### src/rtl/key_pad_emulator.sv
// Responder side of a 4x4 active-low row-scan keypad: turns a press request into a timed
// contact sequence (bounce-in, hold, bounce-out, release gap) seen on kp_col.
module key_pad_emulator #(
  parameter int BOUNCE_CYCLES = 2,
  parameter int HOLD_CYCLES   = 20,
  parameter int GAP_CYCLES    = 4,
  parameter int CNT_W         = 8
) (
  input  logic       clk,
  input  logic       rst,
  input  logic [3:0] kp_row,
  output logic [3:0] kp_col,
  input  logic       req_valid,
  input  logic [3:0] req_key,
  output logic       req_ready,
  input  logic       cancel,
  output logic       busy,
  output logic       done
);

  typedef enum logic [2:0] {
    IDLE,
    BOUNCE_IN,
    HOLD,
    BOUNCE_OUT,
    GAP
  } state_t;

  localparam logic [CNT_W-1:0] BOUNCE_LAST = CNT_W'(BOUNCE_CYCLES - 1);
  localparam logic [CNT_W-1:0] HOLD_LAST   = CNT_W'(HOLD_CYCLES - 1);
  localparam logic [CNT_W-1:0] GAP_LAST    = CNT_W'(GAP_CYCLES - 1);

  state_t           state, state_nxt;
  logic [CNT_W-1:0] cnt, cnt_nxt;
  logic             contact, contact_nxt;
  logic [3:0]       key, key_nxt;
  logic             done_nxt;
  logic [3:0]       key_rc;

  // Key position as {row index, column index}; index 0 is the LSB strobe/sense line.
  function automatic logic [3:0] key_pos(input logic [3:0] k);
    logic [3:0] rc;
    case (k)
      4'h7: rc = 4'b00_00;
      4'h4: rc = 4'b00_01;
      4'h1: rc = 4'b00_10;
      4'h0: rc = 4'b00_11;
      4'h8: rc = 4'b01_00;
      4'h5: rc = 4'b01_01;
      4'h2: rc = 4'b01_10;
      4'hA: rc = 4'b01_11;
      4'h9: rc = 4'b10_00;
      4'h6: rc = 4'b10_01;
      4'h3: rc = 4'b10_10;
      4'hB: rc = 4'b10_11;
      4'hC: rc = 4'b11_00;
      4'hD: rc = 4'b11_01;
      4'hE: rc = 4'b11_10;
      default: rc = 4'b11_11;
    endcase
    return rc;
  endfunction

  function automatic logic contact_of(input state_t s, input logic [CNT_W-1:0] c);
    logic on;
    case (s)
      BOUNCE_IN:  on = ~c[0];
      HOLD:       on = 1'b1;
      BOUNCE_OUT: on = c[0];
      default:    on = 1'b0;
    endcase
    return on;
  endfunction

  // Next-state: phase sequencing, request accept and cancel
  always_comb begin
    state_nxt = state;
    cnt_nxt   = cnt + 1'b1;
    key_nxt   = key;
    done_nxt  = 1'b0;
    case (state)
      IDLE: begin
        cnt_nxt = '0;
        if (req_valid && req_ready) begin
          key_nxt = req_key;
          if (BOUNCE_CYCLES == 0) state_nxt = HOLD;
          else                    state_nxt = BOUNCE_IN;
        end
      end
      BOUNCE_IN: begin
        if (cnt == BOUNCE_LAST) begin
          state_nxt = HOLD;
          cnt_nxt   = '0;
        end
      end
      HOLD: begin
        if (cnt == HOLD_LAST) begin
          if (BOUNCE_CYCLES == 0) state_nxt = GAP;
          else                    state_nxt = BOUNCE_OUT;
          cnt_nxt = '0;
        end
      end
      BOUNCE_OUT: begin
        if (cnt == BOUNCE_LAST) begin
          state_nxt = GAP;
          cnt_nxt   = '0;
        end
      end
      GAP: begin
        if (cnt == GAP_LAST) begin
          state_nxt = IDLE;
          cnt_nxt   = '0;
          done_nxt  = 1'b1;
        end
      end
      default: begin
        state_nxt = IDLE;
        cnt_nxt   = '0;
      end
    endcase
    // Cancel overrides any phase change that would happen on the same edge
    if (cancel && (state == BOUNCE_IN || state == HOLD || state == BOUNCE_OUT)) begin
      state_nxt = GAP;
      cnt_nxt   = '0;
    end
    contact_nxt = contact_of(state_nxt, cnt_nxt);
  end

  // State register
  always_ff @(posedge clk) begin
    if (!rst) begin
      state   <= IDLE;
      cnt     <= '0;
      contact <= 1'b0;
      key     <= 4'h0;
      done    <= 1'b0;
    end else begin
      state   <= state_nxt;
      cnt     <= cnt_nxt;
      contact <= contact_nxt;
      key     <= key_nxt;
      done    <= done_nxt;
    end
  end

  assign req_ready = rst && (state == IDLE);
  assign busy      = (state != IDLE);
  assign key_rc    = key_pos(key);

  // Column sense follows the row strobe combinationally so the scanner sees it the same cycle
  always_comb begin
    kp_col = 4'b1111;
    if (contact && (kp_row == ~(4'b0001 << key_rc[3:2])))
      kp_col = ~(4'b0001 << key_rc[1:0]);
  end

endmodule

### config.mk
export PLATFORM = sky130hd
export DESIGN_NAME = key_pad_emulator
export DESIGN_NICKNAME = d
export VERILOG_FILES = /design/src/rtl/key_pad_emulator.sv
export SDC_FILE = /design/constraint.sdc
export NUM_CORES = 1
export LEC_CHECK = 0
export BUFFER_PORTS_ARGS = -buffer_cell sky130_fd_sc_hd__buf_2
export CORE_UTILIZATION = 55
export CTS_BUF_LIST = sky130_fd_sc_hd__clkbuf_4 sky130_fd_sc_hd__clkbuf_8 sky130_fd_sc_hd__clkbuf_16
export DETAILED_ROUTE_END_ITERATION = 10
export PLACE_DENSITY = 0.84
export SYNTH_ARGS = -nofsm -noshare
export SYNTH_HDL_FRONTEND = slang
export SYNTH_SLANG_ARGS = --single-unit
export TNS_END_PERCENT = 20
### constraint.sdc
create_clock -name clk -period 2 [get_ports clk]
set_input_delay 0.4 -clock clk [delete_from_list [all_inputs] [get_ports clk]]
set_output_delay 0.4 -clock clk [all_outputs]
set_load 0.02 [all_outputs]
==> Word-level counts from Yosys, hierarchy flattened <==
Memories as Yosys holds them, arrays and structs flattened. A register that Yosys moved wholly into a read port is not among the register bits.
Index checks and enable logic that the tools add are counted.
{ "totals": {"register_bits": 17, "mem_count": 1, "mem_bits_rw": 0, "input_bits": 12, "latch_bits": 0, "mem_bits_ro": 64} }
{ "mem_list": {"columns": ["name", "words", "width", "rd", "rd_ports_with_merged_regs", "write_ports", "line_no", "source"], "rows": [
  ["(no name shown)", 16, 4, 1, 1, 0, "43", "case (k)"]
]} }
{ "op_classes": {"n_shift": 2, "mux": 17, "n_bitwise": 4, "order_cmp": 0, "n_reduce_logical": 12, "n_mul": 0, "add_sub_neg": 1, "eq_ne": 11, "div_mod_pow": 0} }
{ "ops": {"columns": ["cell", "count"], "rows": [
  ["$mux 8", 3],
  ["$pmux 8 s3", 1],
  ["$mux 3", 6],
  ["$pmux 3 s5", 1],
  ["$eq 3x2->1 const B", 4],
  ["$mux 4", 3],
  ["$add 8x1->8 const B", 1],
  ["$eq 8x1->1 const B", 1],
  ["$eq 8x2->1 const B", 1],
  ["$eq 8x5->1 const B", 1],
  ["$not 4->4", 2],
  ["$shl 1x2->4 const A", 2],
  ["$eq 3x1->1 const B", 2],
  ["$eq 4x4->1", 1],
  ["$logic_and 1x1->1", 4],
  ["$reduce_and 2->1", 2],
  ["$reduce_or 2->1", 2],
  ["$eq 3x3->1 const B", 1],
  ["$logic_not 3->1", 1],
  ["$pmux 1 s3", 1],
  ["$reduce_bool 3->1", 1],
  ["$logic_or 1x1->1", 2],
  ["$mux 1", 2],
  ["$not 1->1", 2]
]} }

==> Logic depth before layout (Yosys ltp) <==
{ "logic_depth": {"ltp_word": 8, "depth_mapped": 7, "ltp_nobuf": 6} }

==> Worst setup path before layout <==
No wires, ideal clock.
{ "synth_path": {"path_type": "in2out", "startpoint": "input kp_row[0]", "endpoint": "output kp_col[0]", "slack_ns": 0.237, "t_arrival_ns": 1.363, "required_time_ns": 1.600, "n_path_buf": 0, "path_stages": 4, "cell_sequence": "o2bb2ai_1 > a21oi_1 > and4b_1 > or3b_2"} }
{ "synth_between": {"elab_chain_len": 3} }
{ "synth_rtl": {"columns": ["item", "line_no", "source"], "rows": [
  ["start, declared", "11", "input logic [3:0] kp_row,"],
  ["$eq 4x4->1", "153", "if (contact && (kp_row == ~(4'b0001 << key_rc[3:2])))"],
  ["$logic_and 1x1->1", "153", null],
  ["$mux 4", "153", null],
  ["end, declared", "12", "output logic [3:0] kp_col,"]
]} }
No other way between the ends.

==> Worst setup path after layout <==
{ "layout_path": {"startpoint": "register, netlist name key_rc[3]", "endpoint": "output kp_col[0]"} }
{ "layout_between": {"elab_chain_len": 5} }
{ "layout_rtl": {"columns": ["item", "line_no"], "rows": [
  ["$shl 1x2->4", "153"],
  ["$not 4->4", "153"],
  ["$eq 4x4->1", "153"],
  ["$logic_and 1x1->1", "153"],
  ["$mux 4", "153"]
]} }
No other way between the ends.

==> metrics.csv <==
stage,metric,value,unit
floorplan,# IOs,19,
power,pwr/cell area,616,nW/um^2
sta,setup TNS,-0.0485,ns
floorplan,Die Area,2420,sq um
logic_synthesis,predominant post-synthesis flop cell,dfxtp_1,
sta,worst slew pin tran,0.500,ns
floorplan,die width,49.2,um
logic_synthesis,post-synth top area cell,dfxtp_1,
power,P_leak,0.550,nW
sta,max_slew headroom,66.5,%
routing,Via-to-Cell Ratio,5.81,
flow_run,max-cap viol count,0,
layout,Layout area overhead,15.0,%
routing,via count,1063,
sta,RSZ-0062 raised after global routing,yes,
sta,Pins Over Slew Limit,0,
layout,Finished Core Util,69.7,%
clock_tree,cts hold-fix bufs,0,
power,worst vdd ir,0.649,mV
floorplan,Die Ht,49.2,um
layout,antenna fix cells,0,
logic_synthesis,Synth Warn #,0,
critical_path,CP Max Fanout,6,
placement,dpl hpwl,1.84,mm
clock_tree,clock slew at reported path FFs,0.10,ns
placement,IO Port Bufs,18,
power,logic gate share of total power,21.4,%
sta,final setup margin,-0.0485,ns
routing,DRC Markers,0,
clock_tree,Skew-Pair Late Insertion Delay,0.30,ns
critical_path,worst setup path class,reg -> out,
sta,Worst Hold Slack,0.414,ns
logic_synthesis,Post-synth ARST share,0,%
critical_path,CP Cell Sequence,"a21oi_2, o22ai_1, and4b_1, or3b_4, buf_6",
power,Flop pwr share,54.4,%
global_route,largest net degree at the start of global routing,12,
floorplan,Initial Util,60.6,%
placement,DP Worst Slack,-0.0253,ns
global_route,initial antenna violation count,0,
global_route,vias in the first global route,983,
global_route,gr ovfl total,0,
power,switching part of the total power,28.3,%
logic_synthesis,post-synthesis register bit count,21,
sta,final hold violations,0,
critical_path,critical path's largest stage delay,0.40,ns
sta,clock skew,0.000809,ns
clock_tree,clock sinks,21,
run_status,outcome,"complete, but fails checks",
clock_tree,TritonCTS Buffers,3,
placement,Final Wtd Congestion,0.900,
critical_path,Worst setup EP type,output pin,
critical_path,Critical Path RT,1.60,ns
global_route,first-pass GRT wire length,4.19,mm
routing,DRT iter0 DRCs,38,
logic_synthesis,Post-Syn Nets,149,
routing,wire per inst,13.4,um
sta,final setup fails,1,
power,switching power,0.245,mW
global_route,GR Util All Layers,23.1,%
worst_hold_path,HP Class,in -> reg,
floorplan,Row Count,16,
logic_synthesis,synth top area cells,"dfxtp_1 34%, mux2i_1 4.9%, a211oi_1 4.9%",
routing,Routed Antenna Nets,0,
sta,Tcrit/Tclk final,102,%
logic_synthesis,share of the synthesized area in the top cell type,34.3,%
logic_synthesis,"EDFF count, synth",0,
layout,share of layout cells above drive strength 1,27.6,%
critical_path,type of origin of the critical path,flip-flop,
routing,drt total wl,2.46,mm
clock_tree,Clk Tree Root Cell,clkbuf_4,
layout,final-stage net count,171,
logic_synthesis,Synth Cell Area,1230,sq um
logic_synthesis,Yosys cell types,50,
routing,Initial DRT Pass Iterations,4,
logic_synthesis,register area share after synthesis,34.3,%
sta,min Tclk post-route,2.05,ns
global_route,M1 GR Usage,25.1,%
global_route,M3 GR Usage,6.54,%
logic_synthesis,Post-Syn Instances,135,
logic_synthesis,Mean Syn Cell Area,9.08,sq um
critical_path,Worst path slowest cell,dfxtp_4,
power,Internal,0.623,mW
layout,Finished Layout Cells,183,
critical_path,crit path DAT,1.65,ns
logic_synthesis,most instantiated cells after synthesis,"21 x dfxtp_1, 10 x nand2_1, 8 x a211oi_1, 8 x nor2_1, 7 x inv_1",
sta,FMAX,0.488,GHz
power,Clk pwr share,24.2,%
floorplan,Core Region,2020,sq um
logic_synthesis,top-count cell post-synth,dfxtp_1,
clock_tree,CTS tree,yes,
placement,Cells after DPL,178,
run_status,failing checks,negative setup slack,
clock_tree,Max clock buf depth,2,
clock_tree,depth of the CTS H-tree,1,
global_route,met2 Resource Use GR,41.6,%
global_route,global route hottest layer,met2,
power by group through the flow:
stage | registers, mW | logic [mW] | clock network (mW)
3_3_place_gp | 0.476 | 0.172 | 0
5_1_grt | 0.476 | 0.206 | 0.235
2_1_floorplan | 0.467 | 0.144 | 0
3_5_place_dp | 0.478 | 0.179 | 0
6_report | 0.472 | 0.186 | 0.210
4_1_cts | 0.470 | 0.183 | 0.217
cell type report:
cell class / count / area [sq um]
inverters: 7 / 26.3
multi-input cells: 100 / 753
flip-flops and latches: 21 / 425
repair buffers: 24 / 141
fillers: 176 / 612
well taps: 27 / 33.8
clock buffers: 4 / 30.0
critical path, delay by kind of cell, from the launching register on:
family,cells,cell delay [ns]
AND/OR/NAND/NOR,2,0.60
AO/OA/AOI/OAI,2,0.21
buffers and inverters,1,0.14
flip-flops,1,0.40
flip-flops by register name, summed over array words and instances (netlist names):
name     cells
contact      1
state        3
key          4
done         1
cnt          8
key_rc       4
layout by cell type, fill, tap and decap left out, drive strengths merged, types with 4 or more instances in the layout:
| master | n |
|---|---|
| dfxtp | 21 |
| buf | 24 |
| inv | 7 |
| nor2 | 9 |
| nand2 | 10 |
| mux2i | 6 |
| nand2b | 5 |
| clkbuf | 4 |
| a211oi | 8 |
| o21ai | 5 |
layer usage:
metal	vias to the layer above	wire [um]
met5	-	0
met4	0	34
met3	4	114
met2	32	1220
met1	485	1080
li1	542	-
worst paths after layout:
check	depth (start not counted)	endpoint	slack (ns)	start
worst max register to register	6	cnt[7]$_SDFF_PP0_	0.20	cnt[0]$_SDFF_PN0_
worst min register to register	1	cnt[0]$_SDFF_PN0_	0.56	cnt[0]$_SDFF_PN0_
worst max-delay path	5	kp_col[0]	-0.05	key_rc[3]$_DFF_P_
worst min-delay path	3	key[1]$_SDFFE_PN0P_	0.41	req_key[1]
what timing repair did:
action / in CTS / in global routing
gates resized for setup: 8 / 2
pin swaps: 1 / 0
setup buffers: 1 / 0
setup endpoints to repair: 1 / 2
metrics by stage:
step	power [mW]	area (sq um)
2_1_floorplan	0.611	1230
3_3_place_gp	0.648	1340
3_5_place_dp	0.657	1340
4_1_cts	0.871	1400
5_1_grt	0.917	1410
6_report	0.868	1410
cell families after synthesis:
group,count (synthesis),share of synthesized area [%]
compound gates,35,20.6
simple gates,49,25.7
fa+ha+maj,2,2.04
xor+xnor,6,4.29
mux,8,7.04
buf+inv,14,6.02
flops,21,34.3
Power figures use the tool's default switching activity.
